<file path="config.mk">
export PLATFORM = sky130hd
export DESIGN_NAME = matmul_stream_io
export DESIGN_NICKNAME = d
export VERILOG_FILES = /design/src/rtl/matmul_stream_io.sv
export SDC_FILE = /design/constraint.sdc
export NUM_CORES = 2
export LEC_CHECK = 0
export ABC_AREA = 1
export CAP_MARGIN = 10
export CORE_ASPECT_RATIO = 1.25
export CORE_MARGIN = 8
export CORE_UTILIZATION = 50
export CTS_CLUSTER_DIAMETER = 80
export DETAILED_ROUTE_END_ITERATION = 10
export GPL_ROUTABILITY_DRIVEN = 1
export PLACE_DENSITY = 0.7
export SLEW_MARGIN = 10
export SYNTH_ARGS = -nofsm -noshare
export SYNTH_HDL_FRONTEND = slang
export SYNTH_SLANG_ARGS = --single-unit
</file>
<file path="constraint.sdc">
create_clock -name clk -period 11.52 [get_ports clk]
set_input_delay 2.304 -clock clk [delete_from_list [all_inputs] [get_ports clk]]
set_output_delay 2.304 -clock clk [all_outputs]
set_load 0.01 [all_outputs]
</file>
<file path="src/rtl/matmul_stream_io.sv">
// Streaming valid/ready front-end around the combinational D = A*B + C core.
// Define MATMUL_STREAM_HEADER_EN to require a matching M/N/K header word before each job.

module matrix_multiplication_accumulation #(
  parameter int unsigned M = 2,
  parameter int unsigned N = 2,
  parameter int unsigned K = 2,
  parameter int unsigned P = 8
) (
  input  logic [M*K*P-1:0]   a,
  input  logic [K*N*P-1:0]   b,
  input  logic [M*N*4*P-1:0] c,
  output logic [M*N*4*P-1:0] d
);
  localparam int unsigned W = 4 * P;

  logic [W-1:0] acc;
  logic [W-1:0] a_ext;
  logic [W-1:0] b_ext;

  // Operands are sign-extended to W bits; the W-bit product/sum then wraps modulo 2^W.
  always_comb begin
    d     = '0;
    acc   = '0;
    a_ext = '0;
    b_ext = '0;
    for (int unsigned i = 0; i < M; i++) begin
      for (int unsigned j = 0; j < N; j++) begin
        acc = c[(i*N+j)*W +: W];
        for (int unsigned kk = 0; kk < K; kk++) begin
          a_ext = {{(W-P){a[(i*K+kk)*P+P-1]}}, a[(i*K+kk)*P +: P]};
          b_ext = {{(W-P){b[(kk*N+j)*P+P-1]}}, b[(kk*N+j)*P +: P]};
          acc   = acc + a_ext * b_ext;
        end
        d[(i*N+j)*W +: W] = acc;
      end
    end
  end
endmodule

module matmul_stream_io #(
  parameter int unsigned M = 2,
  parameter int unsigned N = 2,
  parameter int unsigned K = 2,
  parameter int unsigned P = 8
) (
  input  logic           clk,
  input  logic           rst_n,
  input  logic [4*P-1:0] in_data,
  input  logic           in_valid,
  output logic           in_ready,
  output logic [4*P-1:0] out_data,
  output logic           out_valid,
  input  logic           out_ready,
  output logic           busy,
  output logic           done,
  output logic           hdr_err
);
  localparam int unsigned W      = 4 * P;
  localparam int unsigned NumA   = M * K;
  localparam int unsigned NumB   = K * N;
  localparam int unsigned NumC   = M * N;
  localparam int unsigned NumAB  = (NumA > NumB) ? NumA : NumB;
  localparam int unsigned NumMax = (NumAB > NumC) ? NumAB : NumC;
  localparam int unsigned IdxW   = $clog2(NumMax + 1);

  localparam logic [IdxW-1:0] LastA = IdxW'(NumA - 1);
  localparam logic [IdxW-1:0] LastB = IdxW'(NumB - 1);
  localparam logic [IdxW-1:0] LastC = IdxW'(NumC - 1);

  localparam logic [2:0] StLoadA   = 3'd0;
  localparam logic [2:0] StLoadB   = 3'd1;
  localparam logic [2:0] StLoadC   = 3'd2;
  localparam logic [2:0] StCompute = 3'd3;
  localparam logic [2:0] StEmit    = 3'd4;
`ifdef MATMUL_STREAM_HEADER_EN
  localparam logic [2:0] StHdr     = 3'd5;
  localparam logic [2:0] StIdle    = StHdr;
`else
  localparam logic [2:0] StIdle    = StLoadA;
`endif

  logic [2:0]        state_q, state_d;
  logic [IdxW-1:0]   idx_q, idx_d;
  logic [NumA*P-1:0] a_q, a_d;
  logic [NumB*P-1:0] b_q, b_d;
  logic [NumC*W-1:0] c_q, c_d;
  logic [NumC*W-1:0] d_q, d_d;
  logic [NumC*W-1:0] core_d;
  logic              done_q, done_d;
  logic              load_st;
  logic              in_fire;
  logic              out_fire;

  matrix_multiplication_accumulation #(
    .M (M),
    .N (N),
    .K (K),
    .P (P)
  ) u_core (
    .a (a_q),
    .b (b_q),
    .c (c_q),
    .d (core_d)
  );

  always_comb begin
    load_st = (state_q == StLoadA) || (state_q == StLoadB) || (state_q == StLoadC);
`ifdef MATMUL_STREAM_HEADER_EN
    load_st = load_st || (state_q == StHdr);
`endif
  end

  // Gated by rst_n so the input side refuses words while reset is held.
  assign in_ready  = rst_n && load_st;
  assign in_fire   = in_valid && in_ready;
  assign out_valid = (state_q == StEmit);
  assign out_fire  = out_valid && out_ready;
  assign out_data  = out_valid ? d_q[idx_q*W +: W] : '0;
  assign done      = done_q;

  always_comb begin
    busy = !((state_q == StLoadA) && (idx_q == '0));
`ifdef MATMUL_STREAM_HEADER_EN
    if (state_q == StHdr) begin
      busy = 1'b0;
    end
`endif
  end

`ifdef MATMUL_STREAM_HEADER_EN
  logic hdr_err_q, hdr_err_d;
  logic hdr_match;

  assign hdr_match = (in_data[23:16] == 8'(M)) && (in_data[15:8] == 8'(N)) &&
                     (in_data[7:0] == 8'(K));
  assign hdr_err   = hdr_err_q;
`else
  assign hdr_err   = 1'b0;
`endif

  always_comb begin
    state_d = state_q;
    idx_d   = idx_q;
    a_d     = a_q;
    b_d     = b_q;
    c_d     = c_q;
    d_d     = d_q;
    done_d  = 1'b0;
`ifdef MATMUL_STREAM_HEADER_EN
    hdr_err_d = hdr_err_q;
`endif
    unique case (state_q)
      StLoadA: begin
        if (in_fire) begin
          a_d[idx_q*P +: P] = in_data[P-1:0];
          if (idx_q == LastA) begin
            idx_d   = '0;
            state_d = StLoadB;
          end else begin
            idx_d = idx_q + 1'b1;
          end
        end
      end
      StLoadB: begin
        if (in_fire) begin
          b_d[idx_q*P +: P] = in_data[P-1:0];
          if (idx_q == LastB) begin
            idx_d   = '0;
            state_d = StLoadC;
          end else begin
            idx_d = idx_q + 1'b1;
          end
        end
      end
      StLoadC: begin
        if (in_fire) begin
          c_d[idx_q*W +: W] = in_data;
          if (idx_q == LastC) begin
            idx_d   = '0;
            state_d = StCompute;
          end else begin
            idx_d = idx_q + 1'b1;
          end
        end
      end
      StCompute: begin
        d_d     = core_d;
        state_d = StEmit;
      end
      StEmit: begin
        if (out_fire) begin
          if (idx_q == LastC) begin
            idx_d   = '0;
            done_d  = 1'b1;
            state_d = StIdle;
          end else begin
            idx_d = idx_q + 1'b1;
          end
        end
      end
`ifdef MATMUL_STREAM_HEADER_EN
      StHdr: begin
        if (in_fire) begin
          if (hdr_match) begin
            state_d = StLoadA;
          end else begin
            hdr_err_d = 1'b1;
          end
        end
      end
`endif
      default: begin
        state_d = StIdle;
        idx_d   = '0;
      end
    endcase
  end

  always_ff @(posedge clk or negedge rst_n) begin
    if (!rst_n) begin
      state_q <= StIdle;
      idx_q   <= '0;
      a_q     <= '0;
      b_q     <= '0;
      c_q     <= '0;
      d_q     <= '0;
      done_q  <= 1'b0;
    end else begin
      state_q <= state_d;
      idx_q   <= idx_d;
      a_q     <= a_d;
      b_q     <= b_d;
      c_q     <= c_d;
      d_q     <= d_d;
      done_q  <= done_d;
    end
  end

`ifdef MATMUL_STREAM_HEADER_EN
  always_ff @(posedge clk or negedge rst_n) begin
    if (!rst_n) begin
      hdr_err_q <= 1'b0;
    end else begin
      hdr_err_q <= hdr_err_d;
    end
  end
`endif

endmodule

</file>
# ---- After elaboration in Yosys (flattened, before gate mapping)
# Cells that the tools add are included.
dict set report word_totals {
  latchBits 0
  elab_cells 81
  ramBits 0
  ff_bits 327
  mem_count 0
  output_inout_bits 37
  mem_bits_ro 0
}
dict set report classes {
  shift 5
  n_mul 8
  n_div 0
  reduce_logical 15
  n_eq_ne 14
  bitwise 1
  muxes 20
  add_sub_neg 11
  order_cmp 0
}
# operator count
set op_table {}
lappend op_table {{adder 32 bit} 8}
lappend op_table {{bitwise mux 128 bit} 1}
lappend op_table {{multiplier 8 x 8 -> 16 bit} 8}
lappend op_table {{variable shift 32 x 34 -> 128 bit (first input constant)} 1}
lappend op_table {{variable part select 128 x 9 -> 32 bit} 1}
lappend op_table {{variable part select 32 x 34 -> 128 bit} 1}
lappend op_table {{bitwise mux 32 bit} 2}
lappend op_table {{negation 6 -> 34 bit} 1}
lappend op_table {{negation 8 -> 34 bit} 1}
lappend op_table {{variable shift 8 x 34 -> 32 bit (first input constant)} 1}
lappend op_table {{variable part select 8 x 34 -> 32 bit} 1}
lappend op_table {{two-way mux 3 bit} 11}
lappend op_table {{two-way mux 32 bit} 1}
lappend op_table {{case mux 3 bit (5 select lines)} 1}
lappend op_table {{!= test 2 x 1 -> 1 bit (second input constant)} 6}
lappend op_table {{== test 3 x 2 -> 1 bit (second input constant)} 3}
lappend op_table {{case mux 3 bit (3 select lines)} 1}
lappend op_table {{AND reduction 8 bit} 1}
lappend op_table {{logical NOT 3 bit} 2}
lappend op_table {{!= test 2 bit (second input constant)} 3}
lappend op_table {{AND reduction 2 bit} 3}
lappend op_table {{logical AND 1 bit} 4}
lappend op_table {{adder 3 x 1 -> 3 bit (second input constant)} 1}
lappend op_table {{== test 3 x 1 -> 1 bit (second input constant)} 1}
lappend op_table {{7 further kinds} 10}

# ---- Longest topological paths before layout
dict set report depth {
  ltp_word 7
  depth_mapped 38
  mapped_depth_nobuf 36
}

# ---- Modules after synthesis
# From an unflattened synthesis, not the netlist that was laid out.
dict set report unflattened {
  cells_unflattened 6237
  area_unflattened_um2 46598.4
}
# mod instances seq_area_each_um2 cells_per_inst area_per_inst_um2
set modules_own_cells {}
lappend modules_own_cells {matrix_multiplication_accumulation 1 0.0 4581 31831.8}
lappend modules_own_cells {matmul_stream_io 1 8182.8 1656 14766.7}

# ---- Worst setup path before layout
# No wires, ideal clock.
dict set report synth_path {
  path_type {reg2reg}
  start {register b_q[2]}
  end {register d_q[24]}
  arrival_ns 6.628
  period_less_slack_ns 6.746
  slack_ns 4.774
  setup_ns 0.118
  path_stages_with_launch 28
  n_path_buf 2
  cell_sequence {dfrtp_1 > clkbuf_1 > clkbuf_1 > nand2_1 > fa_1 > inv_1 > fa_1 > inv_1 > fa_1 > inv_1 > fa_1 > ha_1 > a21oi_1 > a21boi_0 > nand3_1 > nand2_1 > nand2_1 > fa_1 > inv_1 > ha_1 > a21oi_1 > nor2_1 > nor2_1 > a21boi_0 > nand3_1 > or2_2 > nand3_1 > nand2_1}
}
dict set report synth_via {
  elab_chain_len 3
}
# item line_no
set synth_rtl {}
lappend synth_rtl {{from (decl)} 86} ;# logic [NumB*P-1:0] b_q, b_d;
lappend synth_rtl {{from (signal assigned)} 225} ;# b_q <= '0;
lappend synth_rtl {{from (signal assigned)} 233} ;# b_q <= b_d;
lappend synth_rtl {{multiplier 8 x 8 -> 16 bit} 33} ;# acc = acc + a_ext * b_ext;
lappend synth_rtl {{adder 32 bit (2 in series)} 33}
lappend synth_rtl {{to (signal assigned)} 227} ;# d_q <= '0;
lappend synth_rtl {{to (signal assigned)} 235} ;# d_q <= d_d;
lappend synth_rtl {{to (decl)} 88} ;# logic [NumC*W-1:0] d_q, d_d;
# No other way between the ends.
# A chain may end at the register's enable or synchronous reset.

# ---- Worst setup path after layout
dict set report layout_path {
  start {register b_q[10]}
  end {register d_q[122]}
}
# Same word-level chain as after synthesis.

==> key figures <==
Worst setup path
  • Worst reg2reg path depth: 30
  • CP Data Required Time: approximately 12 ns
  • Reg2reg end: d_q[122]
  • Setup CP Type: flip-flop to flip-flop
  • Reg2reg setup slack: ~3 ns
  • Worst EP arrival: slightly above 9 ns
  • Startpoint Class: flip-flop
  • Worst path max stage delay: between 0.8 and 0.9 ns
  • Crit path capture type: flip-flop
  • CP max FO: 17
  • R2r startpoint: b_q[10]
  • Slowest CP cell: dfrtp_1
  • Most frequent CP cell: nand2_1

CTS
  • Later-pin clock latency in the skew report: about 0.58 ns
  • Clock root cell: clkbuf_16
  • # hold bufs at CTS: 0
  • PostCTS Resize Cnt: 0
  • CTS Sinks: ~330
  • Deepest clock path buffer count: 3
  • CTS tree: yes
  • H-tree levels: 2
  • Worst-path clk slew: about 0.060 ns
  • CTS Buf Count: 39
  • Postcts setup bufs: 0

Timing
  • Worst-margin pin slew: roughly 1.2 ns
  • Max-slew headroom: a little under a quarter
  • Min Tclk post-route: 8.585 ns
  • Setup repair after global routing missed its margin: no
  • Post-route setup TNS: 0 ns
  • Max Fclk: approximately 0.12 GHz
  • Hold slack: ~0.48 ns
  • Layout Skew: between 0.015 and 0.02 ns
  • Final Max Slew Viols: 0
  • Tcrit/Tclk final: between 70% and 80%
  • Final Hold Fails: 0
  • Final setup vio count: 0

Die
  • Io pins: 73
  • Initial Util: 50.37%
  • Die area: between 100000 and 150000 µm²
  • Site row count: 123
  • Die Width: roughly 280 µm
  • Total core area: about 90000 µm²
  • Die Y: around 350 µm

Run status
  • Status: finished clean

Yosys
  • Number of synthesized register bits: between 300 and 400
  • Syn_nets: roughly 7000
  • Share of flip-flops with an asynchronous set or reset: 100.0%
  • Main area contributors after synthesis: fa_1 (25%), dfrtp_1 (18%), inv_1 (13%)
  • Register area share after synthesis: a little under a fifth
  • Mean Syn Cell Area: roughly 7.5 µm²
  • Mapped Cells: just over 6000
  • Synth top area share: approximately a quarter
  • Most instantiated cells after synthesis: inv_1 (1514), nand2_1 (1349), fa_1 (568), ha_1 (358), o21ai_0 (340)
  • Post-synth cell types: 48
  • Mapped Area: 45200 µm²
  • Synth area leader: fa_1
  • Synthesis Warnings: 0
  • Ys flop type: dfrtp_1
  • Most numerous cell in the Yosys netlist: inv_1
  • Post-synth EDFFs: 0

Global route
  • Global route overflow: 0
  • Antenna violations before repair: 5
  • All-layer global routing usage: 27.82%
  • Largest net degree at the start of global routing: between 100 and 150
  • Number of global-route vias before repair: between 30000 and 40000
  • First-pass GRT wire length: between 200000 and 250000 µm

Routing
  • DR vias: about 38000
  • Top layer in use: met5
  • Final wirelength: about 140000 µm
  • Final antenna-violating net count: 0
  • Drt first pass iters: 8
  • Starting DRT DRC Count: 2958
  • Vias per cell: 5.337
  • Routed wire length on met3: between 9000 and 10000 µm
  • DR WL met2: approximately 66000 µm
  • Routed len/inst: approximately 19 µm
  • Drt drc: 0
  • Met1 WL: 55220 µm

Hold path
  • HP Class: flip-flop to flip-flop
  • Hold Crit Depth: 2
  • Min-delay src: d_q[65]
  • Worst Hold Path EP: d_q[65]

Placement
  • Input/output buffers: 71
  • Final HPWL from detailed placement: approximately 110000 µm
  • Final Wtd Congestion: approximately 1

Final layout
  • Seq. cell area: ~8200 µm²
  • Synth-to-layout area growth: 6.517%
  • Fill cells: between 8000 and 9000
  • Layout cells sized above 1: about 3%
  • Final #Nets: roughly 7000
  • Multi-input gate area: between 30000 and 40000 µm²

Power
  • Power Dens Cells: 225.9 nW/µm²
  • Leak: between 20 and 30 nW
  • Peak VDD IR: 0.1689 mV

Run
  • Total of max-cap violations: 0
-- layout by cell type, fill, tap and decap left out, drive strengths merged, types with 2 or more instances in the layout --
| master | netlist | routed |
|---|---|---|
| nand3 | 220 | 220 |
| a21boi | 19 | 19 |
| clkbuf | 181 | 51 |
| o21a | 6 | 6 |
| o2111ai | 2 | 2 |
| fa | 568 | 568 |
| inv | 1521 | 1524 |
| o21bai | 20 | 20 |
| clkdlybuf4s50 | 0 | 70 |
| nand2 | 1356 | 1356 |
| xnor2 | 77 | 77 |
| diode | 0 | 2 |
| nor4 | 5 | 5 |
| nor2 | 343 | 343 |
| nand4 | 84 | 84 |
| dfrtp | 327 | 327 |
| or2 | 28 | 28 |
| clkinv | 1 | 11 |
| mux2 | 26 | 26 |
| o211ai | 14 | 14 |
| o21ai | 413 | 413 |
| nor3 | 33 | 33 |
| nand3b | 14 | 14 |
| a21oi | 261 | 261 |
| a31oi | 27 | 27 |
| ha | 358 | 358 |
| a21o | 23 | 23 |
| o221ai | 6 | 6 |
| o211a | 2 | 2 |
| xor2 | 82 | 82 |
| buf | 35 | 29 |
| and3 | 3 | 3 |
| bufinv | 0 | 6 |
| o221a | 2 | 2 |
-- sequential cells by signal, summed over array words and instances (netlist names) --
register / count
d_q: 128
b_q: 32
a_q: 32
state_q: 3
c_q: 128
done: 1
idx_q: 3
-- per-layer routing --
metal,GRT usage (%),vias to the layer above
met1,34.35,18726
met4,15.02,2
li1,-,18159
met5,0,-
met3,4.097,345
met2,46.72,1215
-- per-stage QoR --
stage / cell area [µm²] / setup slack (ns) / power [W] / util, % / std cells
after floorplan: 45200 / 4.774 / 0.007083 / - / 6062
after global placement: 46750 / 2.944 / 0.009297 / 52.11 / 7131
after detailed placement: 46750 / 2.938 / 0.009400 / 52.11 / 7131
after CTS: 48120 / 2.901 / 0.01080 / 53.63 / 7201
after global routing: 48140 / 2.516 / 0.01187 / 53.65 / 7202
final: 48140 / 2.935 / 0.01088 / 53.66 / 7204
-- report_power, final --
group | switching, W | internal [W] | leakage, nW | total, W
registers | 0.000345 | 0.00144 | 4.17 | 0.00178
clock network | 0.000545 | 0.000811 | 0.683 | 0.00136
logic | 0.00517 | 0.00257 | 22.2 | 0.00774
total | 0.00606 | 0.00482 | 27.1 | 0.0109
-- kinds of logic (layout without fill, tap and decap cells) --
logic type,Yosys count,count (layout),share of synthesized area [%]
buffers and inverters,1738,1691,14.56
adders and majority gates,926,926,35.07
other,1,3,0.008297
muxes,26,26,0.6478
AOI/OAI and AO/OA,798,798,9.529
DFF,327,327,18.10
and+or+nand+nor,2087,2087,19.00
xor gates and xnor gates,159,159,3.081
-- cell type report --
cell class / instances / share of cell area, %
diodes: 2 / 0.01040
clock buffers: 51 / 2.287
clock inverters: 19 / 0.5536
inverters: 1522 / 11.87
multi-input cells: 3997 / 63.25
flip-flops and latches: 327 / 17.00
well taps: 1187 / 3.085
repair buffers: 99 / 1.939
-- worst max path at each step --
stage,start,to,slack (ns),depth (start not counted)
final,b_q[10],d_q[122],2.94,30
after global routing,b_q[10],d_q[122],2.52,30
after CTS,b_q[10],d_q[122],2.90,30
after detailed placement,b_q[10],d_q[122],2.94,30
after global placement,b_q[10],d_q[122],2.94,30
after floorplan,b_q[2],d_q[24],4.77,27
-- critical path, delay by kind of cell, from the launching register on --
family | cells | cell delay, ns
fa+ha+maj | 7 | 3.78
simple gates | 18 | 3.49
flops | 1 | 0.86
buf+inv | 5 | 0.31
Power figures use the tool's default switching activity.
